File: src/rtl/common.sv
// Shared types for the machine core and its bus masters.
// Holds machine variants and the I/O master sequencing states.
package common;

    typedef enum logic [1:0] {
        MACHINE_48K,
        MACHINE_128K,
        MACHINE_PLUS3,
        MACHINE_PENTAGON
    } machine_t;

    typedef enum logic [2:0] {
        IDLE,
        T1,
        T2,
        TW,
        T3,
        DONE
    } io_master_state_t;

    function automatic logic io_timed(input io_master_state_t s);
        return (s == T1) || (s == T2) || (s == TW) || (s == T3);
    endfunction

endpackage

File: src/rtl/io_master_tstate_timer.sv
// T-state timer: counts clk28 cycles within one Z80 T-state.
// Flags the final clk28 of the T-state so the FSM can advance.
module tstate_timer #(
    parameter int TSTATE_CLKS = 8
) (
    input  logic clk28,
    input  logic rst,
    input  logic en,
    output logic last
);

    localparam int CW = (TSTATE_CLKS > 1) ? $clog2(TSTATE_CLKS) : 1;
    localparam logic [CW-1:0] CMAX = CW'(TSTATE_CLKS - 1);

    logic [CW-1:0] tick;

    // restarts at zero on every T-state boundary, so it never wraps
    always_ff @(posedge clk28) begin
        if (rst) begin
            tick <= '0;
        end else if (!en || last) begin
            tick <= '0;
        end else begin
            tick <= tick + 1'b1;
        end
    end

    assign last = en && (tick == CMAX);

endmodule

File: src/rtl/io_master.sv
// Z80-style I/O bus cycle master: T1, T2, auto TW, extra TWs, T3.
// Extra wait states are bounded; an overrun aborts with timeout.
module io_master
    import common::*;
#(
    parameter int TSTATE_CLKS = 8,
    parameter int WAIT_MAX    = 255
) (
    input  logic        clk28,
    input  logic        rst,
    input  logic        req,
    input  logic        we,
    input  logic [15:0] addr,
    input  logic [7:0]  wdata,
    output logic        busy,
    output logic        done,
    output logic        timeout,
    output logic [7:0]  rdata,
    output logic [15:0] io_a,
    output logic        io_ioreq,
    output logic        io_rd,
    output logic        io_wr,
    output logic [7:0]  io_d_out,
    output logic        io_d_oe,
    input  logic [7:0]  io_d_in,
    input  logic        io_wait
);

    localparam int WW = (WAIT_MAX > 1) ? $clog2(WAIT_MAX + 1) : 1;
    localparam logic [WW-1:0] WLIM = WW'(WAIT_MAX);

    io_master_state_t state;
    logic             we_q;
    logic [WW-1:0]    wcnt;
    logic             wait_m;
    logic             wait_s;
    logic             last;

    tstate_timer #(
        .TSTATE_CLKS(TSTATE_CLKS)
    ) u_timer (
        .clk28(clk28),
        .rst  (rst),
        .en   (io_timed(state)),
        .last (last)
    );

    always_ff @(posedge clk28) begin
        if (rst) begin
            wait_m <= 1'b0;
            wait_s <= 1'b0;
        end else begin
            wait_m <= io_wait;
            wait_s <= wait_m;
        end
    end

    always_ff @(posedge clk28) begin
        if (rst) begin
            state    <= IDLE;
            we_q     <= 1'b0;
            wcnt     <= '0;
            busy     <= 1'b0;
            done     <= 1'b0;
            timeout  <= 1'b0;
            rdata    <= 8'hFF;
            io_a     <= 16'h0000;
            io_ioreq <= 1'b0;
            io_rd    <= 1'b0;
            io_wr    <= 1'b0;
            io_d_out <= 8'h00;
            io_d_oe  <= 1'b0;
        end else begin
            unique case (state)
                IDLE: begin
                    done    <= 1'b0;
                    timeout <= 1'b0;
                    if (req) begin
                        state    <= T1;
                        busy     <= 1'b1;
                        we_q     <= we;
                        wcnt     <= '0;
                        io_a     <= addr;
                        io_d_out <= wdata;
                        io_d_oe  <= we;
                    end
                end
                T1: begin
                    if (last) begin
                        state    <= T2;
                        io_ioreq <= 1'b1;
                        io_rd    <= ~we_q;
                        io_wr    <= we_q;
                    end
                end
                T2: begin
                    if (last) begin
                        state <= TW;
                    end
                end
                TW: begin
                    if (last) begin
                        if (!wait_s) begin
                            state <= T3;
                        end else if (wcnt != WLIM) begin
                            wcnt <= wcnt + 1'b1;
                        end else begin
                            // wait never released: abandon, keep old rdata
                            state    <= DONE;
                            timeout  <= 1'b1;
                            done     <= 1'b1;
                            busy     <= 1'b0;
                            io_ioreq <= 1'b0;
                            io_rd    <= 1'b0;
                            io_wr    <= 1'b0;
                            io_d_oe  <= 1'b0;
                        end
                    end
                end
                T3: begin
                    if (last) begin
                        state    <= DONE;
                        done     <= 1'b1;
                        busy     <= 1'b0;
                        io_ioreq <= 1'b0;
                        io_rd    <= 1'b0;
                        io_wr    <= 1'b0;
                        io_d_oe  <= 1'b0;
                        if (!we_q) begin
                            rdata <= io_d_in;
                        end
                    end
                end
                DONE: begin
                    state   <= IDLE;
                    done    <= 1'b0;
                    timeout <= 1'b0;
                end
                default: begin
                    state <= IDLE;
                end
            endcase
        end
    end

endmodule

File: config.mk
export PLATFORM = sky130hd
export DESIGN_NAME = io_master
export DESIGN_NICKNAME = d
export VERILOG_FILES = /design/src/rtl/common.sv /design/src/rtl/io_master_tstate_timer.sv /design/src/rtl/io_master.sv
export SDC_FILE = /design/constraint.sdc
export NUM_CORES = 1
export LEC_CHECK = 0
export BUFFER_PORTS_ARGS = -buffer_cell sky130_fd_sc_hd__buf_2
export CELL_PAD_IN_SITES_DETAIL_PLACEMENT = 0
export CELL_PAD_IN_SITES_GLOBAL_PLACEMENT = 2
export CORE_MARGIN = 10
export CORE_UTILIZATION = 30
export DETAILED_ROUTE_END_ITERATION = 8
export PLACE_DENSITY = 0.84
export SLEW_MARGIN = 30
export SYNTH_ARGS = -nofsm -noshare
export SYNTH_HDL_FRONTEND = slang
export SYNTH_SLANG_ARGS = --single-unit
File: constraint.sdc
create_clock -name clk28 -period 3.4 [get_ports clk28]
set_input_delay 0.34 -clock clk28 [delete_from_list [all_inputs] [get_ports clk28]]
set_output_delay 0.34 -clock clk28 [all_outputs]
set_load 0.01 [all_outputs]
Word-level counts from Yosys, hierarchy flattened
Index checks and enable logic that the tools add are counted.

word-level totals
  flip-flop bits (word level) = 56
  input bits = 37
  logic and storage cells = 89

operators by class
  $add $sub $neg = 2
  eq/ne operators = 16
  muxes and demuxes = 32
  bitwise gates (word level) = 1
  reductions and logical operators = 22

operators by type and width
  kind                   count
  $mux W8                4
  $mux W3                7
  $pmux W1 S3            6
  $reduce_and A6 Y1      3
  $pmux W8 S2            1
  $pmux W3 S5            1
  $mux W1                12
  $ne A2 B1 Y1 const B   5
  $reduce_and A5 Y1      2
  $eq A3 B3 Y1 const B   3
  $reduce_bool A3 Y1     3
  $add A8 B1 Y8 const B  1
  $ne A8 B8 Y1 const B   1
  $eq A3 B2 Y1 const B   2
  $ne A2 B2 Y1 const B   3
  $logic_or A1 B1 Y1     4
  $reduce_and A4 Y1      1
  $reduce_bool A2 Y1     2
  $reduce_or A2 Y1       2
  $add A3 B1 Y3 const B  1
  $eq A3 B1 Y1 const B   1
  $logic_not A3 Y1       1
  $ne A3 B3 Y1 const B   1
  $reduce_and A3 Y1      1
  5 further kinds        5

Depth between registers and ports, before layout
  depth after elaboration = 7
  depth in mapped cells = 7
  depth with buffers taken out = 6

Hierarchy
Synthesis repeated with hierarchy kept, for this count alone.

second synthesis, totals
  cells, all modules = 264
  area total of the unflattened synthesis = 2306.0 um^2

modules (own cells, without submodules)
  module        instances  cells an instance  area an instance (um^2)
  io_master     1          255                2174.6
  tstate_timer  1          9                  131.4

Least setup slack after synthesis
No wires, ideal clock.

  path type = register to register
  from = reg u_timer.tick[0]
  to = reg wcnt[3]
  data arrival time = 1.467 ns
  required time = 3.330 ns
  setup slack = 1.863 ns
  stages on the path, launching flop included = 8
  buffers on the path = 2
  clock period less this slack = 1.537 ns
  path through = dfxtp_1 ha_1 ha_1 buf_2 o211ai_4 buf_6 or3_1 a21oi_1

between the ends
  cells in the longest elaborated chain, start to end = 4

ends and longest elaborated chain
  element                      RTL line                      RTL
  start: declaration           io_master_tstate_timer.sv:15  logic [CW-1:0] tick;
  start signal: assignment     io_master_tstate_timer.sv:24  tick <= tick + 1'b1;
  $eq A3 B3 Y1                 io_master_tstate_timer.sv:28  assign last = en && (tick == CMAX);
  $logic_and A1 B1 Y1          io_master_tstate_timer.sv:28
  $ne A2 B1 Y1 (no line)       --
  $reduce_and A5 Y1 (no line)  --
  end signal: assignment       io_master.sv:106              wcnt <= wcnt + 1'b1;
  end: declaration             io_master.sv:34               logic [WW-1:0] wcnt;

No other way between the ends.
A chain may end at the register's enable or synchronous reset.

Worst setup path after layout
  from = reg u_timer.tick[0]
  to = reg wcnt[7]

The elaborated chain is that of the path after synthesis.

==> flow_metrics.tcl <==
set metrics [dict create \
    end_kind "flip-flop" \
    cts_made_buffers 5 \
    place_congestion 0.756 \
    drive_gt1_share_pct 25.3 \
    wl_met3_um 420 \
    yosysSeqAreaShare_pct 48.3 \
    rsz0062_at_grt "false" \
    htreeDepth 2 \
    drt_pass1_iterations 6 \
    synth_top_area_cell "dfxtp_1" \
    tightestPinTransition_ns 0.924 \
    grt_max_degree 51 \
    portBuffers 75 \
    synth_area_per_cell_um2 8.48 \
    drc 0 \
    slew_violations 0 \
    fin_skew_ns 0.00818 \
    cts_buffer_depth 2 \
    drt_iter0_drc 178 \
    holdWs_ns 0.242 \
    gr-total-overflow 0 \
    leakagePower_nw 1.15 \
    nets 379 \
    syn_nets 314 \
    grt_pass1_vias 1968 \
    grt_usage_pct 10.2 \
    worst_hold_path_type "input pin to flip-flop" \
    ys_types 39 \
    vias 2034 \
    area_delta_synth_final_pct 20.7 \
    grt_pass1_wl_um 9780 \
    period_share_pct 55.4 \
    syn_inst 274 \
    wl_met1_um 2820 \
    worstSkewPairLatency_ns 0.30 \
    viasPerCell 4.60 \
    path_buf_inv 0 \
    cts_tree "built" \
    netlist_area_um2 2320 \
    dp_hpwl_um 4160 \
    status "completed" \
    cts_root_buf "clkbuf_8" \
    crit_chain "ha_1, ha_1, o211ai_4, or4_1, a21oi_1" \
    synth_top_cell_area_share_pct 48.3 \
    ys.flop_type "dfxtp_1" \
    ir_drop_mv 0.161 \
    fmax_mhz 531 \
    setup_viol_count_final 0 \
    die_y_um 108 \
    antenna_found_initial 0 \
    min_period_ns 1.88 \
    arrival_ns 2.12 \
    cp_top_family "adder cells" \
    routed.top_layer "met4" \
    start_util_pct 30.4 \
    core-area_um2 7650 \
    async_reset_ff_share_pct 0 \
    n_antenna_cell 0 \
    power.density_nw_per_um2 414 \
    cp_slowest_cell "or4_1" \
    postCtsSetupBuffers 0 \
    ys_seq_elements 56 \
    maxCapViolations 0 \
    wl_um 5970 \
    slowest_delay_ns 0.52 \
    cts_hold_buf 0 \
    die_area_um2 11700 \
    crit_type "flip-flop to flip-flop" \
    wl_per_cell_um 13.5 \
    synth_edf_count 0 \
    die_w_um 108 \
    crit_required_ns 3.63 \
    fp-row-count 32 \
    critPathLaunchType "flip-flop" \
    drtAntennaViolNets 0 \
    timing.critical_path.mode_cell "ha_1" \
    synth_area_leaders "dfxtp_1, nand2_1, a21oi_1" \
    boundaryPins 76 \
    setup-tns-final_ns 0 \
    post_cts_resize_count 0 \
    critPathMaxFanout 14 \
    cts.clk_slew.worst_paths_ns 0.10 \
    synth_warnings 0 \
    wl_met2_um 2680 \
    clock-sinks 56 \
    hold_viol 0 \
    max-slew-margin-rel_pct 38.4 \
]
-- final cells by class --
type	count	area, um2
Clock buffer	7	76.3
Clock inverter	1	8.76
Timing Repair Buffer	75	375
Sequential cell	56	1120
Multi-Input combinational cell	193	1060
Tap cell	102	128
Inverter	8	30.0
Fill cell	804	4840
-- worst paths after layout --
| check | start | to | slack [ns] | cells past startpoint |
|---|---|---|---|---|
| worst max-delay path | u_timer.tick[0] | wcnt[7] | 1.52 | 5 |
| worst min-delay path | io_d_in[0] | rdata[0] | 0.24 | 3 |
| worst max register to register | u_timer.tick[0] | wcnt[7] | 1.52 | 5 |
| worst min register to register | u_timer.tick[0] | u_timer.tick[0] | 0.44 | 1 |
-- per-stage QoR --
| stage | utilization (%) | cells | worst slack, ns | area [um2] | total power [mW] |
|---|---|---|---|---|---|
| global placement | 35.5 | 434 | 1.52 | 2720 | 0.819 |
| finish | 36.6 | 442 | 1.52 | 2800 | 1.16 |
| detailed placement | 35.5 | 434 | 1.45 | 2720 | 0.820 |
| global route | 36.6 | 442 | 1.36 | 2800 | 1.23 |
| CTS | 36.6 | 442 | 1.42 | 2800 | 1.18 |
| floorplan | - | 274 | 1.86 | 2320 | 0.773 |
-- routing by layer --
layer | up-vias | track usage, %
met5 | - | 0
met4 | 0 | 3.15
met3 | 2 | 4.52
met2 | 48 | 15.1
met1 | 913 | 13.0
li1 | 1071 | -
-- state kept, by name (all words and copies together) (netlist names) --
name and count:
io_a 16, io_d_out 8, rdata 8, wcnt 8, state 3, u_timer.tick 3, busy 1, done 1
io_d_oe 1, io_ioreq 1, io_rd 1, io_wr 1, timeout 1, wait_m 1, wait_s 1, we_q 1
-- Yosys cell counts (4+ instances only) --
cell type,n
nand2_1,74
clkbuf_1,6
buf_6,5
inv_1,8
nand3_1,4
nand3b_1,10
a21oi_1,39
o31ai_1,4
dfxtp_1,56
buf_2,6
o21ai_0,6
or4_1,5
a211oi_1,7
nor2_1,6
-- power by group --
part	switching, mW	total, mW	leakage, nW	internal (mW)
sequential	0.0133	0.691	0.457	0.678
clock	0.211	0.359	0.0424	0.148
combinational	0.0627	0.111	0.652	0.0484
-- cells in the final DEF (no fill, tap or decap), types with 4 or more instances in the layout --
cell type / n
o21ai_0: 6
nand3_1: 4
a21oi_1: 39
dfxtp_1: 56
nand3b_1: 10
or4_1: 5
nor2_1: 6
a211oi_1: 7
buf_2: 75
clkbuf_8: 5
inv_1: 8
o31ai_1: 4
nand2_1: 74
-- tightest hold or removal path, stage by stage --
cell	delay, ns
buf_2	0.08
nand2_1	0.04
nand3b_1	0.06
-- cell families (layout without fill, tap and decap cells) --
family	after synthesis	after routing	synth area share [%]
AND/OR/NAND/NOR	121	121	25.5
buffers and inverters	25	91	5.98
XOR/XNOR	2	2	0.754
AO/OA/AOI/OAI	65	65	16.9
flip-flops	56	56	48.3
adder cells (fa/ha/maj)	3	3	1.62
multiplexers	2	2	0.970
No activity file was read; power rests on OpenSTA's default activity.
